$ cat src/rtl/load_store_unit.sv
// Load/store unit between a single-cycle core and a valid/ready word bus.
// Define LSU_TIMEOUT_EN to build the response timeout counter and bus_err reporting.
module load_store_unit #(
    parameter int unsigned TIMEOUT_CYCLES = 255,
    parameter logic [31:0] RESET_RDATA    = 32'h0000_0000
) (
    input  logic        clk,
    input  logic        rst,
    input  logic        core_req,
    input  logic        core_we,
    input  logic [2:0]  core_funct3,
    input  logic [31:0] core_addr,
    input  logic [31:0] core_wdata,
    output logic [31:0] core_rdata,
    output logic        core_done,
    output logic        stall,
    output logic        misalign,
    output logic        bus_err,
    output logic        mem_valid,
    input  logic        mem_ready,
    output logic        mem_we,
    output logic [31:0] mem_addr,
    output logic [3:0]  mem_wstrb,
    output logic [31:0] mem_wdata,
    input  logic        mem_rvalid,
    input  logic [31:0] mem_rdata
);

    typedef enum logic [1:0] {
        IDLE,
        REQ,
        WAIT_RESP,
        DONE
    } state_t;

    if (TIMEOUT_CYCLES < 1 || TIMEOUT_CYCLES > 65535) begin : g_bad_timeout
        $error("load_store_unit: TIMEOUT_CYCLES must be in [1, 65535]");
    end

    state_t      state_q, state_d;
    logic [31:0] addr_q, addr_d;
    logic [2:0]  funct3_q, funct3_d;
    logic [31:0] wdata_q, wdata_d;
    logic        we_q, we_d;
    logic [31:0] rdata_q, rdata_d;
    logic        misalign_q, misalign_d;
`ifdef LSU_TIMEOUT_EN
    logic [15:0] cnt_q, cnt_d;
    logic        buserr_q, buserr_d;
`endif

    logic        req_bad;
    logic [31:0] lane_word;
    logic [31:0] load_ext;
    logic [3:0]  strb;
    logic [31:0] wdata_lanes;

    // Illegal size codes and unaligned accesses never reach the bus.
    always_comb begin
        req_bad = 1'b0;
        case (core_funct3)
            3'b000, 3'b100: req_bad = 1'b0;
            3'b001, 3'b101: req_bad = core_addr[0];
            3'b010:         req_bad = |core_addr[1:0];
            default:        req_bad = 1'b1;
        endcase
        if (core_we && core_funct3[2]) begin
            req_bad = 1'b1;
        end
    end

    always_comb begin
        lane_word = mem_rdata >> {addr_q[1:0], 3'b000};
        case (funct3_q)
            3'b000:  load_ext = {{24{lane_word[7]}}, lane_word[7:0]};
            3'b001:  load_ext = {{16{lane_word[15]}}, lane_word[15:0]};
            3'b100:  load_ext = {24'h0, lane_word[7:0]};
            3'b101:  load_ext = {16'h0, lane_word[15:0]};
            default: load_ext = lane_word;
        endcase
    end

    always_comb begin
        case (funct3_q[1:0])
            2'b00: begin
                strb        = 4'b0001 << addr_q[1:0];
                wdata_lanes = {4{wdata_q[7:0]}};
            end
            2'b01: begin
                strb        = 4'b0011 << addr_q[1:0];
                wdata_lanes = {2{wdata_q[15:0]}};
            end
            default: begin
                strb        = 4'b1111;
                wdata_lanes = wdata_q;
            end
        endcase
    end

    always_comb begin
        state_d    = state_q;
        addr_d     = addr_q;
        funct3_d   = funct3_q;
        wdata_d    = wdata_q;
        we_d       = we_q;
        rdata_d    = rdata_q;
        misalign_d = misalign_q;
`ifdef LSU_TIMEOUT_EN
        cnt_d      = cnt_q;
        buserr_d   = buserr_q;
`endif
        case (state_q)
            IDLE: begin
                if (core_req) begin
                    addr_d     = core_addr;
                    funct3_d   = core_funct3;
                    wdata_d    = core_wdata;
                    we_d       = core_we;
                    misalign_d = req_bad;
`ifdef LSU_TIMEOUT_EN
                    buserr_d   = 1'b0;
                    cnt_d      = '0;
`endif
                    if (req_bad) begin
                        rdata_d = RESET_RDATA;
                        state_d = DONE;
                    end else begin
                        state_d = REQ;
                    end
                end
            end
            REQ: begin
                if (mem_ready) begin
                    state_d = we_q ? DONE : WAIT_RESP;
                end
            end
            WAIT_RESP: begin
                if (mem_rvalid) begin
                    rdata_d = load_ext;
                    state_d = DONE;
                end
`ifdef LSU_TIMEOUT_EN
                // A response on the last allowed cycle takes priority over the timeout.
                else if (cnt_q == 16'(TIMEOUT_CYCLES - 1)) begin
                    rdata_d  = RESET_RDATA;
                    buserr_d = 1'b1;
                    state_d  = DONE;
                end else begin
                    cnt_d = cnt_q + 16'd1;
                end
`endif
            end
            default: begin
                state_d = IDLE;
            end
        endcase
    end

    always_ff @(posedge clk or negedge rst) begin
        if (!rst) begin
            state_q    <= IDLE;
            addr_q     <= '0;
            funct3_q   <= '0;
            wdata_q    <= '0;
            we_q       <= 1'b0;
            rdata_q    <= RESET_RDATA;
            misalign_q <= 1'b0;
`ifdef LSU_TIMEOUT_EN
            cnt_q      <= '0;
            buserr_q   <= 1'b0;
`endif
        end else begin
            state_q    <= state_d;
            addr_q     <= addr_d;
            funct3_q   <= funct3_d;
            wdata_q    <= wdata_d;
            we_q       <= we_d;
            rdata_q    <= rdata_d;
            misalign_q <= misalign_d;
`ifdef LSU_TIMEOUT_EN
            cnt_q      <= cnt_d;
            buserr_q   <= buserr_d;
`endif
        end
    end

    assign core_done  = (state_q == DONE);
    assign stall      = core_req & ~core_done;
    assign misalign   = core_done & misalign_q;
    assign core_rdata = rdata_q;
`ifdef LSU_TIMEOUT_EN
    assign bus_err    = core_done & buserr_q;
`else
    assign bus_err    = 1'b0;
`endif

    assign mem_valid  = (state_q == REQ);
    assign mem_we     = mem_valid & we_q;
    assign mem_addr   = mem_valid ? {addr_q[31:2], 2'b00} : '0;
    assign mem_wstrb  = mem_valid ? strb : '0;
    assign mem_wdata  = mem_valid ? wdata_lanes : '0;

endmodule

$ cat config.mk
export PLATFORM = sky130hd
export DESIGN_NAME = load_store_unit
export DESIGN_NICKNAME = d
export VERILOG_FILES = /design/src/rtl/load_store_unit.sv
export SDC_FILE = /design/constraint.sdc
export NUM_CORES = 1
export LEC_CHECK = 0
export ABC_AREA = 1
export CORE_MARGIN = 1.5
export CORE_UTILIZATION = 35
export DETAILED_ROUTE_END_ITERATION = 10
export PLACE_DENSITY = 0.67
export SLEW_MARGIN = 20
export SYNTH_ARGS = -nofsm -noshare
export SYNTH_HDL_FRONTEND = slang
export SYNTH_SLANG_ARGS = --single-unit
export TNS_END_PERCENT = 30
$ cat constraint.sdc
create_clock -name clk -period 3.1 [get_ports clk]
set_input_delay 0.62 -clock clk [delete_from_list [all_inputs] [get_ports clk]]
set_output_delay 0.62 -clock clk [all_outputs]
set_load 0.01 [all_outputs]
**Word level (Yosys, flattened, before mapping)**

Cells that the tools add are included.

- Word-level logic and storage cells: 59
- Register bits after elaboration: 103
- Bits of input ports: 105
- Output and inout port bits: 106

- Bitwise gates (word level): 4
- Shifts and indexed selects: 3
- Reductions and logical operators: 12
- Equality and inequality tests: 15
- Multiplexer cells: 18

Operators by type and width:

| kind | number |
|---|---|
| 32-bit two-way mux | 5 |
| 32-bit case mux with 2 select lines | 2 |
| 32-bit case mux with 4 select lines | 1 |
| 32-bit by 5-bit >> shifter with 32-bit output | 1 |
| 3-bit == test, second input constant | 4 |
| 2-bit two-way mux | 4 |
| 4-bit case mux with 2 select lines | 1 |
| 3-bit by 1-bit == test with 1-bit output, second input constant | 2 |
| 3-bit logical NOT | 2 |
| 2-bit inequality test, second input constant | 3 |
| 2-bit case mux with 3 select lines | 1 |
| 2-bit OR reduction | 3 |
| 2-bit by 1-bit == test with 1-bit output, second input constant | 2 |
| 2-bit == test, second input constant | 2 |
| 2-bit logical NOT | 2 |
| 4-bit two-way mux | 1 |
| 4-bit AND reduction | 1 |
| 1-bit by 2-bit left shift with 4-bit output, first input constant | 1 |
| 2-bit by 2-bit left shift with 4-bit output, first input constant | 1 |
| 1-bit bitwise AND | 3 |
| 3-bit by 2-bit == test with 1-bit output, second input constant | 1 |
| 1-bit case mux with 3 select lines | 1 |
| 3-bit AND reduction | 1 |
| 1-bit two-way mux | 2 |
| other kinds (5) | 5 |

**Logic depth before layout (Yosys ltp)**

- Word-level depth: 7
- Depth in mapped cells: 10

**Worst setup path after synthesis**

Ideal clock, no wire load.

- Kind: reg-to-output
- From: register state_q[1]
- To: output mem_wdata[23]
- Arrival time: 1.503 ns
- Setup slack: 0.977 ns
- Cell stages (with the launch flop): 7
- Path through: dfrtp_1 > inv_1 > ha_1 > clkbuf_1 > clkbuf_1 > o21ai_0 > nor2_1

- Word-level cells in the longest chain between the ends: 2

RTL lines:

| element | RTL line | source |
|---|---|---|
| start: declaration | 40 | `state_t state_q, state_d;` |
| start signal: assignment | 173 | `state_q <= state_d;` |
| 2-bit by 1-bit == test with 1-bit output | 197 | `assign mem_valid = (state_q == REQ);` |
| net mem_valid | 19 | `output logic mem_valid,` |
| 32-bit two-way mux | 201 | `assign mem_wdata = mem_valid ? wdata_lanes : '0;` |
| end: declaration | 24 | `output logic [31:0] mem_wdata,` |

The timed path passes the listed nets, and every way through them passes these cells.

**Final worst setup path**

- From: register funct3_q[1]
- To: output mem_wstrb[1]

- Word-level cells in the longest chain between the ends: 3

RTL lines:

| element | RTL line | source |
|---|---|---|
| start: declaration | 42 | `logic [2:0] funct3_q, funct3_d;` |
| start signal: assignment | 175 | `funct3_q <= funct3_d;` |
| 2-bit by 1-bit == test with 1-bit output or 2-bit logical NOT (tied branches) | 84 | `case (funct3_q[1:0])` |
| 4-bit case mux with 2 select lines * | 84 |  |
| 4-bit two-way mux * | 200 | `assign mem_wstrb = mem_valid ? strb : '0;` |
| end: declaration | 23 | `output logic [3:0] mem_wstrb,` |

Every way passes the cells marked *; elsewhere a longest branch is shown, timed or not.

==> run metrics <==
vias per cell=4.718; Initial Utilization=36.08%; die area=16550 um^2; Initial DRC Count=210; number of synthesized register bits=103; Placer Congestion=0.8453; Power, Total=7.775 mW; Layout Nets=947; Synth area leaders=dfrtp_1 (47%), nand2_1 (13%), mux2_2 (13%); first-pass GRT wire length=26640 um; final std cell area, no fill=8090 um^2; final setup TNS=0 ns; H-tree depth=3; crit path cell chain=clkinv_2 -> nand2_2 -> inv_1 -> o21ai_0 -> a21oi_1 -> clkdlybuf4s50_1; YS warnings=0; max_slew headroom=57.21%; critical path class=reg2out; IO Count=211; postcts setup bufs=0; # Max-Cap Violations=0; worst slew pin tran=0.6403 ns; Initial DRT Pass Iterations=4; Seq/Total Area, Yosys=46.65%; layout cells sized above 1=14.23%; CTS tree=yes; Post-synth EDFFs=0; post-route ant nets=0; cts bufs inserted=9; reg2reg setup slack=1.06 ns; VDD IR max=0.0005738 V; final worst-path cycle share=92.36%; CTS max path bufs=2; Area Overhead vs Synth=46.42%; maximum achievable frequency=0.3493 GHz; worst skew pair latency=0.35 ns; status=completed; Max Transition Viols Final=0; hold crit path type=in2async; antenna cells=0; Root Buffer=clkbuf_16; CP Max Fanout=15; DIE WIDTH=128.6 um; area share of the largest cell type after synthesis=46.65%; GR Util All Layers=20.94%; CP peak stage delay=0.59 ns; vias in the first global route=5016; Primary FF master, synth=dfrtp_1; pwr dens=961.0 nW/um^2; Clock transition at path regs=0.07 ns; Vias=4973; leakage=3.844 nW; Reg2Reg Depth=9; Synth area leader=dfrtp_1; final clock skew=0.009052 ns; synthesized area=5525 um^2; required time of the worst setup path=2.48 ns; Synth Instances=648; HPWL after DPL=12220 um; wire per inst=15.87 um; R2R Path Start=state_q[0]; WL final=16730 um; Area after DPL=7750 um^2; RSZ-0062 raised after global routing=false; core area=15310 um^2; Hold Violations, Final=0; final setup vio count=0; Synth Area per Inst=8.527 um^2; drt drc=0; CP endpoint kind=primary output; CP max-delay cell=clkdlybuf4s50_1; Worst R2R End=core_rdata[16]; initial antenna violation count=0; # clock sinks=103; crit path time final=2.863 ns; Post-synth ARST share=100.0%; grt total ovfl=0; Critical Path Source Type=register; die height=128.6 um; critical path arrival=2.24 ns; Port Buffers=207; Site Rows=45; largest net degree at the start of global routing=43; distinct cell type count after synthesis=28
## report_power, final
group	total, mW	internal [mW]	switching, mW	leakage [nW]
sequential	2.36	1.96	0.397	1.27
combinational	4.14	1.95	2.19	2.41
clock	1.28	0.745	0.534	0.166
## Yosys cell counts (7+ instances only)
| cell | count |
|---|---|
| nand2_1 | 198 |
| dfrtp_1 | 103 |
| mux2_2 | 64 |
| inv_1 | 56 |
| nor2_1 | 50 |
| o21ai_0 | 47 |
| nand3_1 | 26 |
| buf_2 | 22 |
| a21oi_1 | 13 |
| nand3_2 | 11 |
| clkbuf_1 | 10 |
| o22ai_1 | 8 |
| o211ai_1 | 7 |
## cell families (layout without fill, tap and decap cells)
logic type,Yosys count,in the layout,synth area share (%)
other,1,3,0.06787
multiplexers,64,64,13.04
adder cells (fa/ha/maj),4,4,0.9058
flip-flops,103,103,46.65
AND/OR/NAND/NOR,298,298,23.48
AO/OA/AOI/OAI,76,76,7.382
buffers and inverters,102,295,8.469
## area by class of cell
type | instances | area, um^2
Clock inverter | 6 | 97.59
Timing Repair Buffer | 219 | 2188
Clock buffer | 10 | 239.0
Inverter | 60 | 226.5
Sequential cell | 103 | 2577
Fill cell | 1470 | 7224
Tap cell | 211 | 264.0
Multi-Input combinational cell | 445 | 2497
## state kept, by name (all words and copies together) (netlist names)
signal / count
misalign_q: 1
addr_q: 32
funct3_q: 3
wdata_q: 32
core_rdata: 32
state_q: 2
we_q: 1
## cell usage in the layout, fill, tap and decap left out, types with 7 or more instances in the layout
| master | synthesis | routed |
|---|---|---|
| inv_1 | 56 | 56 |
| a21oi_1 | 13 | 13 |
| nor2_1 | 50 | 50 |
| o22ai_1 | 8 | 8 |
| mux2_2 | 64 | 64 |
| o21ai_0 | 47 | 47 |
| nand3_2 | 11 | 11 |
| nand2_1 | 198 | 197 |
| nand3_1 | 26 | 26 |
| buf_4 | 4 | 10 |
| o211ai_1 | 7 | 7 |
| clkbuf_16 | 0 | 9 |
| clkdlybuf4s50_1 | 0 | 206 |
| dfrtp_1 | 103 | 103 |
## layer usage
metal	global-route usage, %	vias to the layer above	routed length, um	part of all wire (%)
met3	8.898	10	1797	11
met2	34.13	204	7685	46
li1	-	2442	-	-
met4	4.627	0	194	1.2
met5	0	-	0	0
met1	25.93	2317	7055	42
## how the worst max path moves through the flow
stage                      startpoint            end  slack (ns)
after floorplan            state_q[1]  mem_wdata[23]        0.98
after global placement     state_q[1]  mem_wdata[26]        0.50
after detailed placement   state_q[1]  mem_wdata[26]        0.50
after CTS                  state_q[1]  mem_wdata[26]         0.1
after global routing       state_q[1]  mem_wdata[30]        0.02
final                     funct3_q[1]   mem_wstrb[1]        0.24
## critical path: cells and delay by family, from the launching register on
family	cells	cell delay [ns]
AND/OR/NAND/NOR	1	0.22
flip-flops	1	0.39
buffers and inverters	3	0.94
AO/OA/AOI/OAI	2	0.34
## through the flow
step | utilization [%] | std cells | hold WS, ns | worst slack (ns)
2_1_floorplan | - | 650 | 0.3244 | 0.9774
3_3_place_gp | 50.60 | 1038 | 0.4608 | 0.5028
3_5_place_dp | 50.60 | 1038 | 0.4646 | 0.4958
4_1_cts | 52.80 | 1054 | 0.2774 | 0.09905
5_1_grt | 52.83 | 1054 | 0.2895 | 0.02281
6_report | 52.83 | 1054 | 0.2596 | 0.2370
## what timing repair did
item / 4_1_cts / 5_1_grt
resized for setup: 0 / 1
setup endpoints to repair: 0 / 17
hold buffers: 0 / 0
No activity file was read; power rests on OpenSTA's default activity.
